===== config.mk =====
export PLATFORM = sky130hd
export DESIGN_NAME = pc_fetch_ctrl
export DESIGN_NICKNAME = d
export VERILOG_FILES = /design/src/rtl/pc_fetch_ctrl_pkg.sv /design/src/rtl/pc_fetch_buf.sv /design/src/rtl/pc_fetch_ctrl.sv
export SDC_FILE = /design/constraint.sdc
export NUM_CORES = 1
export LEC_CHECK = 0
export ABC_CLOCK_PERIOD_IN_PS = 2600
export CAP_MARGIN = 25
export CORE_MARGIN = 2
export CORE_UTILIZATION = 48
export CTS_CLUSTER_SIZE = 14
export DETAILED_ROUTE_END_ITERATION = 7
export PLACE_DENSITY = 0.81
export SYNTH_ARGS = -nofsm -noshare
export SYNTH_HDL_FRONTEND = slang
export SYNTH_HIERARCHICAL = 1
export SYNTH_SLANG_ARGS = --single-unit

===== constraint.sdc =====
create_clock -name clk -period 2.6 [get_ports clk]
set_input_delay 0.52 -clock clk [delete_from_list [all_inputs] [get_ports clk]]
set_output_delay 0.52 -clock clk [all_outputs]
set_load 0.02 [all_outputs]

===== src/rtl/pc_fetch_ctrl_pkg.sv =====
`default_nettype none
// ============================================================================
// Module  : pc_fetch_ctrl_pkg
// Brief   : Shared types and constants for the instruction-fetch initiator.
// Revision: 1.0 - initial release
// ============================================================================
package pc_fetch_ctrl_pkg;

   typedef logic [31:0] u32_t;
   typedef logic [63:0] u64_t;

   typedef enum logic [1:0] {
      REQ  = 2'd0,
      WAIT = 2'd1,
      HOLD = 2'd2
   } fetch_state_t;

   localparam u64_t PC_RESET_DEFAULT = 64'h0000_0000_8000_0000;
   localparam u64_t PC_STEP_DEFAULT  = 64'd4;
   localparam u32_t NOP_INSTR        = 32'h0000_0013;

   function automatic logic pc_aligned(input logic [1:0] pc_lsb);
      return (pc_lsb == 2'b00);
   endfunction

endpackage
`default_nettype wire


===== src/rtl/pc_fetch_buf.sv =====
`default_nettype none
// ============================================================================
// Module  : pc_fetch_buf
// Brief   : One-entry valid/instr/pc holding register with flush.
// Revision: 1.0 - initial release
// ============================================================================
module pc_fetch_buf
   import pc_fetch_ctrl_pkg::*;
(
   input  logic clk,
   input  logic rst,
   input  logic i_load,
   input  logic i_flush,
   input  u32_t i_instr,
   input  u64_t i_pc,
   output logic o_valid,
   output u32_t o_instr,
   output u64_t o_pc
);

   logic r_valid;
   u32_t r_instr;
   u64_t r_pc;

   // Flush wins over load so a redirect can never let a stale pair through.
   always_ff @(posedge clk) begin
      if (rst) begin
         r_valid <= 1'b0;
         r_instr <= '0;
         r_pc    <= '0;
      end else if (i_flush) begin
         r_valid <= 1'b0;
      end else if (i_load) begin
         r_valid <= 1'b1;
         r_instr <= i_instr;
         r_pc    <= i_pc;
      end
   end

   assign o_valid = r_valid;
   assign o_instr = r_instr;
   assign o_pc    = r_pc;

endmodule
`default_nettype wire


===== src/rtl/pc_fetch_ctrl.sv =====
`default_nettype none
// ============================================================================
// Module  : pc_fetch_ctrl
// Brief   : Owns the architectural PC, issues ibus fetches, delivers
//           {instr, pc} pairs and discards responses made stale by redirects.
//           Optional PC_FETCH_PREFETCH_EN adds a one-entry prefetch slot.
// Revision: 1.0 - initial release
// ============================================================================
module pc_fetch_ctrl
   import pc_fetch_ctrl_pkg::*;
#(
   parameter u64_t PC_RESET = PC_RESET_DEFAULT,
   parameter u64_t PC_STEP  = PC_STEP_DEFAULT
)(
   input  logic        clk,
   input  logic        reset,
   output logic        ireq_valid,
   output logic [63:0] ireq_addr,
   input  logic        iresp_addr_ok,
   input  logic        iresp_data_ok,
   input  logic [31:0] iresp_data,
   input  logic        redirect,
   input  logic [63:0] redirect_pc,
   input  logic        stall,
   output logic        out_valid,
   output logic [31:0] out_instr,
   output logic [63:0] out_pc
);

   fetch_state_t r_state;
   u64_t         r_pc;
   logic         r_drop;
   logic         r_stale;

   u64_t w_pc_seq;
   logic w_aligned;
   logic w_req_main;
   logic w_out_load;
   logic w_out_flush;
   u32_t w_out_instr;
   u64_t w_out_pc;
   logic w_data_expected;

   assign w_pc_seq   = r_pc + PC_STEP;
   assign w_aligned  = pc_aligned(r_pc[1:0]);
   assign w_req_main = (r_state == REQ) && w_aligned && !reset;

`ifdef PC_FETCH_PREFETCH_EN
   logic r_pf_pend;
   logic r_pf_req;
   logic w_pf_issue;
   logic w_pf_accept;
   logic w_pf_data;
   logic w_pf_load;
   logic w_pf_flush;
   logic w_pf_valid;
   u32_t w_pf_instr;
   u64_t w_pf_pc;

   // Once a prefetch request is raised it stays up until accepted, even across stall release.
   assign w_pf_issue  = (r_state == HOLD) && !r_pf_pend && !w_pf_valid &&
                        pc_aligned(w_pc_seq[1:0]) && (stall || r_pf_req) && !reset;
   assign w_pf_accept = w_pf_issue && iresp_addr_ok;
   assign w_pf_data   = r_pf_pend && iresp_data_ok;

   assign ireq_valid      = w_req_main || w_pf_issue;
   assign ireq_addr       = (r_state == HOLD) ? w_pc_seq : r_pc;
   assign w_data_expected = (r_state == WAIT) || r_pf_pend;

   pc_fetch_buf u_pf_buf (
      .clk     (clk),
      .rst     (reset),
      .i_load  (w_pf_load),
      .i_flush (w_pf_flush),
      .i_instr (iresp_data),
      .i_pc    (w_pc_seq),
      .o_valid (w_pf_valid),
      .o_instr (w_pf_instr),
      .o_pc    (w_pf_pc)
   );
`else
   assign ireq_valid      = w_req_main;
   assign ireq_addr       = r_pc;
   assign w_data_expected = (r_state == WAIT);
`endif

   always_comb begin
      w_out_load  = 1'b0;
      w_out_flush = redirect;
      w_out_instr = iresp_data;
      w_out_pc    = r_pc;
`ifdef PC_FETCH_PREFETCH_EN
      w_pf_load   = 1'b0;
      w_pf_flush  = redirect;
`endif
      if (!redirect) begin
         case (r_state)
            REQ: begin
               if (!w_aligned) begin
                  w_out_load  = 1'b1;
                  w_out_instr = NOP_INSTR;
               end
            end
            WAIT: begin
               if (iresp_data_ok && !r_drop) w_out_load = 1'b1;
            end
            HOLD: begin
`ifdef PC_FETCH_PREFETCH_EN
               if (stall) begin
                  w_pf_load = w_pf_data;
               end else if (w_pf_valid) begin
                  w_out_load  = 1'b1;
                  w_out_instr = w_pf_instr;
                  w_out_pc    = w_pf_pc;
                  w_pf_flush  = 1'b1;
               end else if (w_pf_data) begin
                  w_out_load = 1'b1;
                  w_out_pc   = w_pc_seq;
               end else begin
                  w_out_flush = 1'b1;
               end
`else
               w_out_flush = !stall;
`endif
            end
            default: ;
         endcase
      end
   end

   pc_fetch_buf u_out_buf (
      .clk     (clk),
      .rst     (reset),
      .i_load  (w_out_load),
      .i_flush (w_out_flush),
      .i_instr (w_out_instr),
      .i_pc    (w_out_pc),
      .o_valid (out_valid),
      .o_instr (out_instr),
      .o_pc    (out_pc)
   );

   always_ff @(posedge clk) begin
      if (reset) begin
         r_state <= REQ;
         r_pc    <= PC_RESET;
         r_drop  <= 1'b0;
         // Remember that one response may still arrive for a request killed by reset.
`ifdef PC_FETCH_PREFETCH_EN
         r_stale   <= (r_stale || (r_state == WAIT) || r_pf_pend) && !iresp_data_ok;
         r_pf_pend <= 1'b0;
         r_pf_req  <= 1'b0;
`else
         r_stale   <= (r_stale || (r_state == WAIT)) && !iresp_data_ok;
`endif
      end else begin
         if (iresp_data_ok) r_stale <= 1'b0;
         case (r_state)
            REQ: begin
               if (redirect) begin
                  r_pc <= redirect_pc;
                  if (w_req_main && iresp_addr_ok) begin
                     r_state <= WAIT;
                     r_drop  <= 1'b1;
                  end
               end else if (!w_aligned) begin
                  r_state <= HOLD;
               end else if (iresp_addr_ok) begin
                  r_state <= WAIT;
               end
            end
            WAIT: begin
               if (redirect) begin
                  r_pc <= redirect_pc;
                  if (iresp_data_ok) begin
                     r_state <= REQ;
                     r_drop  <= 1'b0;
                  end else begin
                     r_drop  <= 1'b1;
                  end
               end else if (iresp_data_ok) begin
                  r_drop  <= 1'b0;
                  r_state <= r_drop ? REQ : HOLD;
               end
            end
            HOLD: begin
`ifdef PC_FETCH_PREFETCH_EN
               r_pf_req <= 1'b0;
               if (redirect) begin
                  r_pc      <= redirect_pc;
                  r_pf_pend <= 1'b0;
                  if ((r_pf_pend && !iresp_data_ok) || w_pf_accept) begin
                     r_state <= WAIT;
                     r_drop  <= 1'b1;
                  end else begin
                     r_state <= REQ;
                  end
               end else if (stall) begin
                  if (w_pf_data)        r_pf_pend <= 1'b0;
                  else if (w_pf_accept) r_pf_pend <= 1'b1;
                  r_pf_req <= w_pf_issue && !iresp_addr_ok;
               end else begin
                  r_pc      <= w_pc_seq;
                  r_pf_pend <= 1'b0;
                  if (w_pf_valid || w_pf_data)        r_state <= HOLD;
                  else if (r_pf_pend || w_pf_accept)  r_state <= WAIT;
                  else                                r_state <= REQ;
               end
`else
               if (redirect) begin
                  r_pc    <= redirect_pc;
                  r_state <= REQ;
               end else if (!stall) begin
                  r_pc    <= w_pc_seq;
                  r_state <= REQ;
               end
`endif
            end
            default: r_state <= REQ;
         endcase
      end
   end

   a_data_ok_protocol: assert property (@(posedge clk) disable iff (reset)
      iresp_data_ok |-> (w_data_expected || r_stale));

endmodule
`default_nettype wire

Word-level counts from Yosys, hierarchy flattened --
Index checks and enable logic that the tools add are counted.
Word-level totals: register bits after elaboration 164, bits in latches 0, RAM bits 0, ROM bits 0, input port bits 102, output and inout bits 162, logic and storage cells 65, memories kept 0
Cells by class: $add $sub $neg 1, multiply operators 0, divide/modulo/power cells 0, magnitude comparators 0, equality and inequality tests 10, shift-type cells 0, multiplexer cells 30, bitwise gates (word level) 1, reductions and logical operators 17
Operator list (count):
- two-way mux 64 bit | 3
- one-hot mux 64 bit (2 select lines) | 1
- two-way mux 32 bit | 3
- adder 64 x 3 -> 64 bit (second input constant) | 1
- two-way mux 2 bit | 10
- two-way mux 1 bit | 10
- AND reduction 4 bit | 2
- inequality test 3 bit (second input constant) | 2
- one-hot mux 2 bit (3 select lines) | 1
- logical AND 1 bit | 4
- zero test 2 bit | 2
- inequality test 2 x 1 -> 1 bit (second input constant) | 2
- inequality test 2 bit (second input constant) | 2
- inequality test 4 bit (second input constant) | 1
- one-hot mux 1 bit (2 select lines) | 2
- nonzero test 2 bit | 2
- OR reduction 2 bit | 2
- zero test 1 bit | 3
- inequality test 3 x 2 -> 1 bit (second input constant) | 1
- AND reduction 3 bit | 1
- equality test 2 x 1 -> 1 bit (second input constant) | 1
- equality test 2 bit (second input constant) | 1
- AND reduction 2 bit | 1
- inverter 1 bit | 1

Depth between registers and ports, before layout --
depth after elaboration 7, mapped depth 10, mapped depth without buffers 7

Cells and area by module --
Netlist, hierarchy kept.
Modules (own cells, without submodules):
- pc_fetch_ctrl | instances 1, cells each 675, area each 4768.3 µm², seq. area each 1341.3 µm²
- pc_fetch_buf | instances 1, cells each 439, area each 4349.2 µm², seq. area each 1941.9 µm²

Worst setup path after synthesis --
No wires, ideal clock.
path type register to register, from register r_pc[2], in the netlist ireq_addr[2], to register r_pc[54], in the netlist ireq_addr[54], library setup time 0.130 ns, data arrival time 2.243 ns, data required time 2.470 ns, path slack 0.227 ns, stages on the path, launching flop included 8, buffers on the path 0, period minus slack after synthesis 2.373 ns, cell sequence dfxtp_1 -> ha_1 -> nand4_1 -> nor4_4 -> nand4_1 -> nor3_1 -> mux2i_1 -> o21ai_0
Between the ends: word-level cells in the longest chain between the ends 4
Ends and longest elaborated chain:
- start: declaration | line pc_fetch_ctrl.sv:31 | u64_t r_pc;
- start signal: assignment | line pc_fetch_ctrl.sv:161 | r_pc <= redirect_pc;
- start signal: assignment | line pc_fetch_ctrl.sv:174 | r_pc <= redirect_pc;
- start signal: assignment | line pc_fetch_ctrl.sv:211 | r_pc <= redirect_pc;
- adder 64 x 3 -> 64 bit | line pc_fetch_ctrl.sv:44 | assign w_pc_seq = r_pc + PC_STEP;
- two-way mux 64 bit | line pc_fetch_ctrl.sv:213 | end else if (!stall) begin
- two-way mux 64 bit | line pc_fetch_ctrl.sv:210 | if (redirect) begin
- one-hot mux 64 bit (2 select lines) | line pc_fetch_ctrl.sv:158 | case (r_state)
Every way passes these cells. The select of a mux whose other input is x is not followed. A chain may end at the register's enable or synchronous reset.

Final worst setup path --
from register r_pc[2], in the netlist ireq_addr[2], to register r_pc[59], in the netlist ireq_addr[59]
The elaborated chain is that of the path after synthesis.

==> flow_summary_export.csv <==
group,metric,value,unit
critical_path,rr_endpoint,"ireq_addr[59]$_SDFFE_PP0P_",
status,status,"complete, no violations",
clock_network,htreeDepth,4,
floorplanning,ios,264,
sta,period_share,0.934,
critical_path,crit_slowest_cell,"nor4_2",
clock_network,clock-sinks,164,
floorplanning,num_rows,50,
clock_network,insertion_delay,0.44,ns
routing,ant_nets,0,
sta,grt_setup_unrepaired,"false",
logic_synthesis,synth_most_common_cell,"dfxtp_1",
clock_network,clk_path_buf_depth,2,
global_routing,grt_max_degree,155,
logic_synthesis,avgSynthCellArea,8.18,um^2
critical_path,critPathLaunchType,"flip-flop",
routing,dr.first_iter.drc_count,1199,
sta,setup_viol,0,
floorplanning,dieArea,0.0201,mm^2
critical_path,ff2ff_setup_slack,0.17,ns
pwr,pwr-share-clk,0.406,
logic_synthesis,synth-async-reset-ratio,0,
pwr,power.share.sequential,0.401,
sta,holdWs,0.464,ns
routing,wirelength,32600,um
sta,fin_skew,0.00989,ns
routing,num_vias,9998,
floorplanning,initial_core_util,0.489,
logic_synthesis,seq_area_frac_synth,0.360,
floorplanning,fp.dieH,142,um
logic_synthesis,synth.top_cell.area_share,0.360,
logic_synthesis,netlist_top_cells_area,"dfxtp_1 36%, nand4bb_1 12%, nand2b_1 7.0%",
cells_and_area,fillers,1527,
logic_synthesis,synth_area,0.00912,mm^2
pwr,p_leak,4.55,nW
critical_path,critPathMostFrequentCell,"nand2_1",
clock_network,root_buffer,"clkbuf_16",
pwr,p_sw,1.83,mW
clock_network,clk_pin_slew,0.06,ns
sta,final_hold_viol_count,0,
critical_path,path_max_fanout,7,
logic_synthesis,postSynthCellCount,1114,
critical_path,slowest_delay,0.51,ns
sta,max_freq,0.412,GHz
critical_path,r2r-start,"ireq_addr[2]$_SDFFE_PP0P_",
pwr,p_int,4.97,mW
cells_and_area,nets,1482,
sta,slew_violations,0,
critical_path,crit_chain,"and4_1 > nand2_1 > nor4_2 > nand2_1 > or4_1 > a31oi_1",
routing,vias_per_cell,6.15,
global_routing,grt_pass1_wl,50700,um
global_routing,grt_pass1_vias,9362,
logic_synthesis,synth-edff-count,0,
placed_design,dpl.hpwl,22200,um
logic_synthesis,synth_top_area_cell,"dfxtp_1",
floorplanning,core_area,0.0186,mm^2
sta,slew_headroom,0.611,
routing,dr.pass1.iters,5,
hold_path,whs_path_depth,2,
critical_path,worst-r2r-cell-count,6,
logic_synthesis,synth_common_cells,"164 x dfxtp_1, 102 x nand2b_1, 96 x nand4bb_1",
clock_network,numCtsBuffers,17,
cells_and_area,multi_input_area,0.00544,mm^2
global_routing,overflow,0,
placed_design,port_buffers,263,
pwr,power_density,523,mW/mm^2
routing,remaining_drc_errors,0,
sta,min_period,2.43,ns
routing,wl_per_cell,20.0,um
cells_and_area,synthToLayoutAreaGrowth,42.6,%
global_routing,grt_antenna_before_repair,2,
logic_synthesis,synth_nets,1217,
critical_path,required,2.95,ns
placed_design,gp_congestion,0.969,
critical_path,path_class,"reg -> reg",
pwr,pwr-share-comb,0.193,
cells_and_area,ff_latch_area,0.00328,mm^2
hold_path,hp-class,"reg -> reg",
logic_synthesis,synth_ff_type,"dfxtp_1",
sta,timing.setup.tns,0,ns
global_routing,grt_usage,0.316,
critical_path,endpoint,"ireq_addr[59]$_SDFFE_PP0P_",
floorplanning,die_w,142,um
pwr,ir_drop,499,uV
job,drv_cap,0,
critical_path,crit_path_start,"ireq_addr[2]$_SDFFE_PP0P_",
clock_network,cts_tree,"built",
sta,tightest_slew,0.581,ns
critical_path,endpoint_kind,"flip-flop",
critical_path,cp.arrival,2.78,ns
logic_synthesis,yosysWarnings,6,
logic_synthesis,ys_types,64,
logic_synthesis,yosys_register_bits,164,
pwr,p_sw_frac,0.269,
clock_network,cts-hold-fix-buffers,0,
cells_and_area,drive_gt1_frac,0.101,
[flip-flops by register name, summed over array words and instances, names as in the netlist]
name and flops:
ireq_addr 64, r_state 2, r_drop 1, u_out_buf/o_valid 1
u_out_buf/o_pc 64, u_out_buf/o_instr 32
[cell type report]
type | count | share of cell area
diodes | 2 | 0.000385
clock buffers | 21 | 0.0346
multi-input cells | 845 | 0.418
flip-flops and latches | 164 | 0.253
repair buffers | 347 | 0.257
well taps | 234 | 0.0225
inverters | 4 | 0.00115
clock inverters | 9 | 0.0137
[how the worst min path moves through the flow]
stage,from,end,slack [ns]
final,u_out_buf/o_instr[22]$_SDFFE_PP0P_,u_out_buf/o_instr[22]$_SDFFE_PP0P_,0.46
after global routing,u_out_buf/o_pc[61]$_SDFFE_PP0P_,u_out_buf/o_pc[61]$_SDFFE_PP0P_,0.49
after CTS,u_out_buf/o_instr[22]$_SDFFE_PP0P_,u_out_buf/o_instr[22]$_SDFFE_PP0P_,0.47
after detailed placement,u_out_buf/o_instr[22]$_SDFFE_PP0P_,u_out_buf/o_instr[22]$_SDFFE_PP0P_,0.45
after global placement,u_out_buf/o_instr[20]$_SDFFE_PP0P_,u_out_buf/o_instr[20]$_SDFFE_PP0P_,0.45
after floorplan,r_drop$_SDFFE_PP0P_,r_drop$_SDFFE_PP0P_,0.47
[power groups by stage]
stage	registers, mW	clock network [mW]	logic (mW)
floorplan	2.91	0	0.509
global placement	2.77	0	1.28
CTS	2.72	2.78	1.29
finish	2.73	2.76	1.31
global route	2.74	2.87	1.40
detailed placement	2.78	0	1.29
[metrics by stage]
step                      utilization  cells  cell area (um^2)  total power [mW]  setup slack (ns)
final                           0.697   1626             13000              6.80             0.172
after global routing            0.697   1626             13000              7.01            0.0385
after CTS                       0.696   1623             13000              6.80            0.0162
after detailed placement        0.662   1593             12400              4.06            0.0454
after global placement          0.662   1593             12400              4.05            0.0832
after floorplan                     -   1114              9120              3.42             0.227
[layer usage]
| layer | up-vias | wire, um | track usage |
|---|---|---|---|
| met5 | - | 0 | 0 |
| met3 | 102 | 3510 | 0.0601 |
| met4 | 0 | 1190 | 0.137 |
| met1 | 4651 | 13600 | 0.446 |
| li1 | 4613 | - | - |
| met2 | 632 | 14200 | 0.472 |
[layout by cell type, fill, tap and decap left out, drive strengths merged, types with 4 or more instances in the layout]
cell,count
nand4,18
and4,9
o21ai,135
o211ai,4
bufinv,5
and2,38
mux2,4
a22oi,13
o21a,6
o31ai,9
a21oi,50
o22ai,8
and3,24
or4,7
nand4bb,96
clkdlybuf4s50,261
o311ai,4
nor4,24
buf,85
a31oi,22
inv,5
nor3,14
nand3,44
a21o,6
dfxtp,164
or3,12
clkbuf,21
mux2i,7
nand2b,102
a211oi,7
nor2,65
nand2,85
or2,5
[repair_timing]
item | CTS | global route
resized for setup | 0 | 2
buffers inserted | 0 | 1
setup endpoints to repair | 0 | 3
[cells by family (layout without fill, tap and decap cells)]
kind of cell | Yosys count | after routing | share of synthesized area
AND/OR/NAND/NOR | 554 | 554 | 0.400
AO/OA/AOI/OAI | 279 | 279 | 0.178
flip-flops | 164 | 164 | 0.360
buffers and inverters | 105 | 381 | 0.0480
multiplexers | 11 | 11 | 0.0126
adder cells (fa/ha/maj) | 1 | 1 | 0.00137
other | 0 | 2 | 0
[worst max-delay path, delay by kind of cell, from the launching register on]
kind / cells / cell delay, ns
compound gates: 1 / 0.20
flops: 1 / 0.38
simple gates: 5 / 1.77
Power figures use the tool's default switching activity.
